`config.mk`:
```
export PLATFORM = sky130hd
export DESIGN_NAME = hq_mac_sched
export DESIGN_NICKNAME = d
export VERILOG_FILES = /design/src/rtl/soml_pkg.sv /design/src/rtl/soml_tag_delay.sv /design/src/rtl/hq_mac_sched.sv
export SDC_FILE = /design/constraint.sdc
export NUM_CORES = 1
export LEC_CHECK = 0
export BUFFER_PORTS_ARGS = -buffer_cell sky130_fd_sc_hd__buf_4
export CAP_MARGIN = 5
export CORE_MARGIN = 2
export CORE_UTILIZATION = 55
export DETAILED_ROUTE_END_ITERATION = 12
export GPL_TIMING_DRIVEN = 0
export HOLD_SLACK_MARGIN = 0.02
export PLACE_DENSITY = 0.82
export SLEW_MARGIN = 10
export SYNTH_ARGS = -nofsm -noshare
export SYNTH_HDL_FRONTEND = slang
export SYNTH_SLANG_ARGS = --single-unit
```
`constraint.sdc`:
```
create_clock -name clk -period 3.4 [get_ports clk]
set_input_delay 0.17 -clock clk [delete_from_list [all_inputs] [get_ports clk]]
set_output_delay 0.17 -clock clk [all_outputs]
set_load 0.01 [all_outputs]
```
`src/rtl/soml_pkg.sv`:
```
// Shared definitions for the SOML H*X dot-product sequencing slice:
// matrix indices, geometry, Q7.8 widths and result-address packing.
package soml_pkg;

  localparam int NUM_MAT = 4;
  localparam int NUM_ROW = 4;
  localparam int NUM_COL = 2;
  localparam int MAT_W   = 2;
  localparam int ROW_W   = 2;
  localparam int COL_W   = 1;
  localparam int ADDR_W  = MAT_W + COL_W + ROW_W;
  localparam int NUM_ENT = NUM_MAT * NUM_COL * NUM_ROW;

  localparam int W    = 16;
  localparam int FRAC = 8;

  localparam logic [MAT_W-1:0] MAT_A1 = 2'd0;
  localparam logic [MAT_W-1:0] MAT_A2 = 2'd1;
  localparam logic [MAT_W-1:0] MAT_B1 = 2'd2;
  localparam logic [MAT_W-1:0] MAT_B2 = 2'd3;

  typedef enum logic [1:0] {
    S_IDLE  = 2'd0,
    S_ISSUE = 2'd1,
    S_DRAIN = 2'd2,
    S_DONE  = 2'd3
  } state_t;

  function automatic logic [ADDR_W-1:0] res_addr(
    input logic [MAT_W-1:0] mat,
    input logic [COL_W-1:0] col,
    input logic [ROW_W-1:0] row
  );
    return {mat, col, row};
  endfunction

  // Lowest enabled matrix index >= from; MSB of the result flags "found".
  function automatic logic [MAT_W:0] next_mat(
    input logic [NUM_MAT-1:0] mask,
    input logic [MAT_W:0]     from
  );
    logic [MAT_W:0] r;
    r = '0;
    for (int i = NUM_MAT - 1; i >= 0; i--) begin
      if (mask[i] && (i >= int'(from))) r = {1'b1, MAT_W'(i)};
    end
    return r;
  endfunction

endpackage

```
`src/rtl/soml_tag_delay.sv`:
```
// Shift register carrying {valid, tag} alongside the cmult pipeline.
// Only the valid bits are cleared; tags are don't-care when invalid.
module soml_tag_delay #(
  parameter int LAT   = 2,
  parameter int TAG_W = 5
) (
  input  logic             clk,
  input  logic             clr,
  input  logic             in_valid,
  input  logic [TAG_W-1:0] in_tag,
  output logic             out_valid,
  output logic [TAG_W-1:0] out_tag
);

  logic [LAT-1:0]   vld_p;
  logic [TAG_W-1:0] tag_p [LAT];

  always_ff @(posedge clk) begin
    if (clr) begin
      vld_p <= '0;
    end else begin
      vld_p[0] <= in_valid;
      for (int i = 1; i < LAT; i++) vld_p[i] <= vld_p[i-1];
    end
  end

  always_ff @(posedge clk) begin
    tag_p[0] <= in_tag;
    for (int i = 1; i < LAT; i++) tag_p[i] <= tag_p[i-1];
  end

  assign out_valid = vld_p[LAT-1];
  assign out_tag   = tag_p[LAT-1];

endmodule

```
`src/rtl/hq_mac_sched.sv`:
```
// Sequencer for the SOML H*X datapath: walks enabled code matrices, tracks
// cmult latency with a tag delay line and captures sums into a result buffer.
module hq_mac_sched
  import soml_pkg::*;
#(
  parameter int MULT_LAT = 2
) (
  input  logic                clk,
  input  logic                rst,
  input  logic                start,
  input  logic [NUM_MAT-1:0]  mat_mask,
  output logic                busy,
  output logic                done,
  output logic                issue_valid,
  output logic [MAT_W-1:0]    mat_sel,
  output logic [ROW_W-1:0]    addr_rowH,
  output logic [COL_W-1:0]    addr_col,
  input  logic signed [W-1:0] sum_r,
  input  logic signed [W-1:0] sum_i,
  input  logic [ADDR_W-1:0]   rd_addr,
  output logic signed [W-1:0] rd_r,
  output logic signed [W-1:0] rd_i
);

  localparam int DW = $clog2(MULT_LAT + 1);

  state_t             state_q, state_d;
  logic [NUM_MAT-1:0] mask_q, mask_d;
  logic [MAT_W-1:0]   mat_q, mat_d;
  logic [COL_W-1:0]   col_q, col_d;
  logic [ROW_W-1:0]   row_q, row_d;
  logic [DW-1:0]      drain_q, drain_d;
  logic [MAT_W:0]     nxt;

  always_ff @(posedge clk) begin
    if (rst) begin
      state_q <= S_IDLE;
      mask_q  <= '0;
      mat_q   <= '0;
      col_q   <= '0;
      row_q   <= '0;
      drain_q <= '0;
    end else begin
      state_q <= state_d;
      mask_q  <= mask_d;
      mat_q   <= mat_d;
      col_q   <= col_d;
      row_q   <= row_d;
      drain_q <= drain_d;
    end
  end

  always_comb begin
    state_d     = state_q;
    mask_d      = mask_q;
    mat_d       = mat_q;
    col_d       = col_q;
    row_d       = row_q;
    drain_d     = drain_q;
    nxt         = '0;
    busy        = 1'b1;
    done        = 1'b0;
    issue_valid = 1'b0;
    unique case (state_q)
      S_IDLE: begin
        busy = 1'b0;
        if (start) begin
          mask_d = mat_mask;
          nxt    = next_mat(mat_mask, '0);
          if (nxt[MAT_W]) begin
            state_d = S_ISSUE;
            mat_d   = nxt[MAT_W-1:0];
            col_d   = '0;
            row_d   = '0;
          end else begin
            state_d = S_DONE;
          end
        end
      end
      S_ISSUE: begin
        issue_valid = 1'b1;
        if (row_q == ROW_W'(NUM_ROW - 1)) begin
          row_d = '0;
          if (col_q == COL_W'(NUM_COL - 1)) begin
            col_d = '0;
            // Jump straight to the next enabled matrix so there is no bubble.
            nxt = next_mat(mask_q, {1'b0, mat_q} + (MAT_W + 1)'(1));
            if (nxt[MAT_W]) begin
              mat_d = nxt[MAT_W-1:0];
            end else begin
              state_d = S_DRAIN;
              drain_d = '0;
            end
          end else begin
            col_d = col_q + 1'b1;
          end
        end else begin
          row_d = row_q + 1'b1;
        end
      end
      S_DRAIN: begin
        if (drain_q == DW'(MULT_LAT - 1)) state_d = S_DONE;
        else drain_d = drain_q + 1'b1;
      end
      S_DONE: begin
        done    = 1'b1;
        state_d = S_IDLE;
      end
      default: state_d = S_IDLE;
    endcase
  end

  assign mat_sel   = issue_valid ? mat_q : '0;
  assign addr_col  = issue_valid ? col_q : '0;
  assign addr_rowH = issue_valid ? row_q : '0;

  // ---- issue -> writeback: tag travels MULT_LAT stages with the multipliers
  logic              wr_vld;
  logic [ADDR_W-1:0] wr_addr;

  soml_tag_delay #(
    .LAT   (MULT_LAT),
    .TAG_W (ADDR_W)
  ) u_tag_delay (
    .clk       (clk),
    .clr       (rst),
    .in_valid  (issue_valid),
    .in_tag    (res_addr(mat_q, col_q, row_q)),
    .out_valid (wr_vld),
    .out_tag   (wr_addr)
  );

  logic [2*W-1:0] res_mem [NUM_ENT];

  // An abort discards whatever is at the tail this cycle as well.
  always_ff @(posedge clk) begin
    if (wr_vld && !rst) res_mem[wr_addr] <= {sum_r, sum_i};
  end

  // ---- read port: registered, old data on same-cycle collision
  always_ff @(posedge clk) begin
    if (rst) begin
      rd_r <= '0;
      rd_i <= '0;
    end else begin
      {rd_r, rd_i} <= res_mem[rd_addr];
    end
  end

endmodule

```
==> results of run 1 <==
## worst max-delay path, stage by stage, from the launching register on
cell and delay [ps]:
dfxtp_1 440, nand4b_1 940, nor2_4 1010, buf_16 250
## layer usage
layer  track usage, %  wire length (um)
met3             5.39             11500
met1             34.8             35300
met4             12.9              4610
met2             45.9             53000
met5                0                12
## state kept, by name, summed over array words and instances, names as in the netlist
name and flops:
state_q 2, u_tag_delay.vld_p 2, mask_q 3, rd_r 16, mat_q 2, drain_q 2, u_tag_delay.tag_p 10, row_q 2
col_q 1, rd_i 16, res_mem 1024
## layout make-up
class | instances | area, um2
antenna | 1 | 2.50
buffer | 100 | 647
clock buffer | 135 | 2760
clock inverter | 56 | 617
fill | 4450 | 26600
inverter | 9 | 33.8
multi-input combinational | 611 | 8730
sequential | 1080 | 31900
tap | 969 | 1210
timing repair buffer | 153 | 1770
## cell usage after synthesis, types with 10 or more instances
library cell	n
nand2_1	18
a21oi_1	36
mux2i_1	88
a221oi_2	20
buf_6	21
dfxtp_1	56
nor2_1	64
a221o_1	32
clkbuf_1	36
mux4_2	256
buf_4	15
a22oi_1	10
buf_2	22
edfxtp_1	1024
## timing repair
item / CTS / global route
hold buffers: 42 / 0
resized for setup: 0 / 0
buffers inserted: 0 / 0
endpoints found under the hold margin: 1031 / 0
## per-stage QoR
step                      cell area [um2]  utilization (%)  instances  total power [mW]
after detailed placement            43800             59.1       2880              16.8
after global routing                47600             64.2       3113              28.7
after global placement              42800             57.7       2848              16.6
after CTS                           47600             64.2       3113              28.1
after floorplan                     41000                -       1800              16.0
final                               47600             64.2       3114              28.1
## worst min path at each step
stage	slack [ps]	depth (start not counted)	endpoint	startpoint
global placement	320	0	u_tag_delay.tag_p[0][7]	u_tag_delay.tag_p[0][2]
CTS	40	5	row_q[0]	start
global route	90	5	state_q[0]	start
floorplan	270	0	res_mem[0][0]	sum_i[0]
detailed placement	320	0	u_tag_delay.tag_p[0][9]	u_tag_delay.tag_p[0][4]
finish	70	5	row_q[0]	start
## cell families (layout without fill, tap and decap cells)
kind of cell,after synthesis,in the layout,synth area share [%]
flip-flops,1080,1080,77.7
multiplexers,353,353,16.4
AO/OA/AOI/OAI,129,129,2.65
AND/OR/NAND/NOR,123,123,1.40
buffers and inverters,109,453,1.66
adder cells (fa/ha/maj),6,6,0.183
other,0,1,0
## power by group
part | total, mW | internal [mW] | switching, mW
registers | 14.8 | 14.7 | 0.114
clock network | 11.5 | 6.57 | 4.93
logic | 1.85 | 0.720 | 1.13
total | 28.1 | 22.0 | 6.17
==> flow_summary.yaml, run 1 <==
run_status:
  outcome: "finished, final reports clean"
die:
  core_area_mm2: 0.0742
  fp.dieArea_mm2: 0.0768
  fp.dieW_um: 277
  die_h_um: 277
  ios: 84
  initial_utilization_pct: 55.3
  rows: 100
global_route:
  track_usage_pct: 27.4
  grt_pass1_wl_um: 150000
  grt_pass1_vias: 21875
  grt_overflow_total: 0
  grt_max_degree: 33
  antenna_found_initial: 2
timing:
  slew_viol_final: 0
  fin_crit_ps: 2980
  final_hold_viol_count: 0
  tightest_slew_ps: 1170
  finClkSkew_ps: 23.6
  timing.final.ws_setup_ps: 421
  hold-worst-slack_ps: 72.9
  max_freq_ghz: 0.336
  rsz0062_at_grt: "no"
  fin_crit_sh_pct: 87.6
  relSlewSlack_pct: 21.8
  finalSetupViolCount: 0
  fin_setup_tns_ps: 0
clock_network:
  clock-sinks: 1080
  cts-root-buf: "clkbuf_16"
  cts_made_buffers: 102
  htreeDepth: 3
  cts_max_path_buffers: 3
  worstSkewPairLatency_ps: 680
  clkTransAtPathRegs_ps: 60
  cts_tree: "built"
layout:
  area_growth_pct: 16.1
  final_cell_mix: "1024 x edfxtp_1, 256 x mux4_2, 104 x clkbuf_16, 94 x buf_4, 88 x mux2i_1"
  nNetsFinal: 2107
  drive_gt1_share_pct: 29.9
  mostFrequentLayoutCell: "edfxtp_1"
detailed_routing:
  drtPass1Iterations: 7
  drt-vias-per-instance: 6.82
  ant_nets: 0
  drcViolationCount: 0
  wire_per_inst_um: 33.5
  num_vias: 21246
  drt_iter0_markers: 3201
  drt-total-wl_um: 104000
run:
  cap_viol_max_count: 0
synth:
  synth-main-ff-cell: "edfxtp_1"
  synth.cell_area_mm2: 0.0410
  yosysWarnings: 0
  synth_top_area_share_pct: 74.9
  synthDistinctLibCells: 44
  syn_avg_cell_area_um2: 22.8
  synth_fp_nets: 1850
  syn_inst: 1800
  synth_area_leader_cell: "edfxtp_1"
  synth_seq_cells: 1080
  synthArstFlopShare_pct: 0
  synthTopCellsByArea: "edfxtp_1 75%, mux4_2 14%, dfxtp_1 2.7%"
  yosysSeqAreaShare_pct: 77.7
  synth_edf_count: 1024
pwr:
  cellLeakagePower_nw: 15.3
  p_per_area_mw_per_mm2: 590
  ir_drop_uv: 437
critical_path:
  cp.arrival_ps: 3360
  reg2reg_depth: 3
  start_kind: "flop"
  crit_path_max_fanout: 18
  cp-end-kind: "flop"
  reg2reg_slack_ps: 420
  crit_type: "reg2reg"
  startpoint: "u_tag_delay.tag_p[0][6]"
  reg2reg_to: "res_mem[27][13]"
  cp_data_required_time_ps: 3780
  critPathCapture: "res_mem[27][13]"
  reg2reg_from: "u_tag_delay.tag_p[0][6]"
hold_path:
  min_path_type: "in2reg"
placement:
  routabilityCongestion: 0.798
  dp_hpwl_um: 60200
  portBuffers: 79
  place_ws_ps: 262
No activity file was read; power rests on OpenSTA's default activity.
==> inputs of run 2 (changes only) <==
CELL_PAD_IN_SITES_DETAIL_PLACEMENT = 1   (was default)
CELL_PAD_IN_SITES_GLOBAL_PLACEMENT = 2   (was default)
CORE_UTILIZATION = 50   (was 55)
PLACE_DENSITY = 0.89   (was 0.82)
==> flow_summary.yaml, run 2 (same netlist as run 1, synthesis figures left out) <==
run_status:
  outcome: "finished, final reports clean"
detailed_routing:
  drt-vias-per-instance: 6.52
  wire_per_inst_um: 35.3
  drcViolationCount: 0
  drt-total-wl_um: 114000
  ant_nets: 0
  num_vias: 21012
  drtPass1Iterations: 5
  drt_iter0_markers: 2906
global_route:
  grt_pass1_wl_um: 165000
  track_usage_pct: 27.4
  antenna_found_initial: 3
  grt_max_degree: 33
  grt_overflow_total: 0
  grt_pass1_vias: 22467
layout:
  nNetsFinal: 2110
  final_cell_mix: "1024 x edfxtp_1, 256 x mux4_2, 107 x clkbuf_16, 94 x buf_4, 88 x mux2i_1"
  top_regs: "res_mem x1024, rd_i x16, rd_r x16"
  mostFrequentLayoutCell: "edfxtp_1"
  top_register: "res_mem"
  diodes: 0
  fin_area_mm2: 0.0479
  largest_reg_flops: 1024
  drive_gt1_share_pct: 30.5
  area_growth_pct: 16.7
  fillers: 6767
timing:
  rsz0062_at_grt: "no"
  fin_crit_sh_pct: 89.9
  tightest_slew_ps: 1200
  finalSetupViolCount: 0
  relSlewSlack_pct: 19.9
  max_freq_ghz: 0.327
  finClkSkew_ps: 33.7
  hold-worst-slack_ps: 50.1
  final_hold_viol_count: 0
  slew_viol_final: 0
  fin_crit_ps: 3060
placement:
  portBuffers: 79
  dp_hpwl_um: 68300
  routabilityCongestion: 0.762
  place_area_mm2: 0.0440
pwr:
  switchingPower_mw: 6.49
  combPwrFrac_pct: 6.6
  ir_drop_uv: 426
  p_clk_share_pct: 41.7
  cellLeakagePower_nw: 15.4
  p_per_area_mw_per_mm2: 597
  sw_frac_of_total_pct: 22.7
  p_int_mw: 22.1
  seqPwrFrac_pct: 51.6
critical_path:
  crit_path_max_fanout: 18
  cp_num_buf_inv: 1
  crit_family: "simple AND/OR/NAND/NOR gates"
  reg2reg_slack_ps: 340
  crit_path_top_delay_cell: "nor2_4"
  crit_path_cell_trace: "nand4b_1 -> nor2_4 -> buf_16"
  reg2reg_to: "res_mem[19][13]"
  slowest_delay_ps: 1140
  cp-end-kind: "flop"
  reg2reg_from: "u_tag_delay.tag_p[0][6]"
  reg2reg_depth: 3
  cp_data_required_time_ps: 3770
  crit_type: "reg2reg"
  start_kind: "flop"
  cp.arrival_ps: 3430
die:
  initial_utilization_pct: 50.2
  ios: 84
  core_area_mm2: 0.0817
  die_h_um: 290
  fp.dieArea_mm2: 0.0844
  rows: 105
  fp.dieW_um: 290
hold_path:
  min_from: "start"
  holdPathEnd: "state_q[0]"
  hold_depth: 5
  min_path_type: "in2reg"
clock_network:
  clock-sinks: 1080
  cts-root-buf: "clkbuf_16"
  cts_made_buffers: 105
  post-cts-setup-buffers: 0
  clkTransAtPathRegs_ps: 70
  cts_max_path_buffers: 3
  worstSkewPairLatency_ps: 690
  cts_resized: 0
  cts_tree: "built"
  htreeDepth: 3
run:
  cap_viol_max_count: 0
[run 2: per-layer routing]
metal	global-route usage, %	part of all wire, %	vias up
met2	46.7	51	1437
li1	-	-	8172
met3	4.93	9.5	311
met1	35.3	36	11088
met4	11.0	4.1	4
met5	0	0.018	-
[run 2: worst min-delay path: stages]
cell and delay, ps:
buf_4 140, inv_1 50, a21oi_1 90, a21oi_1 160, a311oi_1 70
[run 2: what timing repair did]
item                                    4_1_cts  5_1_grt
hold buffers                                 42        0
endpoints found under the setup margin        0        0
endpoints found under the hold margin      1030        0
[run 2: worst max path at each step]
stage,depth (start not counted),slack [ps],startpoint,to
global placement,4,-1320,rst,res_mem[7][11]
finish,3,340,u_tag_delay.tag_p[0][6],res_mem[19][13]
CTS,3,330,u_tag_delay.tag_p[0][6],res_mem[19][13]
floorplan,4,610,u_tag_delay.vld_p[1],res_mem[30][0]
detailed placement,5,-20,rst,res_mem[11][5]
global route,3,260,u_tag_delay.tag_p[0][6],res_mem[19][13]
[run 2: power by group through the flow]
| stage | Combinational [mW] | Sequential (mW) | Clock (mW) |
|---|---|---|---|
| 3_5_place_dp | 1.79 | 15.1 | 0 |
| 5_1_grt | 2.00 | 14.8 | 12.4 |
| 3_3_place_gp | 1.62 | 15.0 | 0 |
| 6_report | 1.90 | 14.8 | 11.9 |
| 2_1_floorplan | 0.985 | 15.0 | 0 |
| 4_1_cts | 1.89 | 14.8 | 12.0 |
[run 2: cell type report]
| cell class | count | area (um2) | share of cell area (%) |
|---|---|---|---|
| inverter | 9 | 33.8 | 0.0705 |
| buffer | 100 | 647 | 1.35 |
| clock buffer | 130 | 2800 | 5.86 |
| sequential | 1080 | 31900 | 66.6 |
| clock inverter | 69 | 679 | 1.42 |
| multi-input combinational | 611 | 8730 | 18.2 |
| tap | 1070 | 1340 | 2.80 |
| timing repair buffer | 153 | 1790 | 3.74 |
[run 2: metrics by stage]
step	util, %	setup slack (ps)	instances	TNS, ps	total power, mW
after floorplan	-	610	1800	0	16.0
after global placement	52.6	-1320	2949	-975600	16.7
after detailed placement	53.8	-23.7	2981	-305	16.8
after CTS	58.6	334	3222	0	28.6
after global routing	58.6	258	3222	0	29.2
final	58.6	344	3222	0	28.6
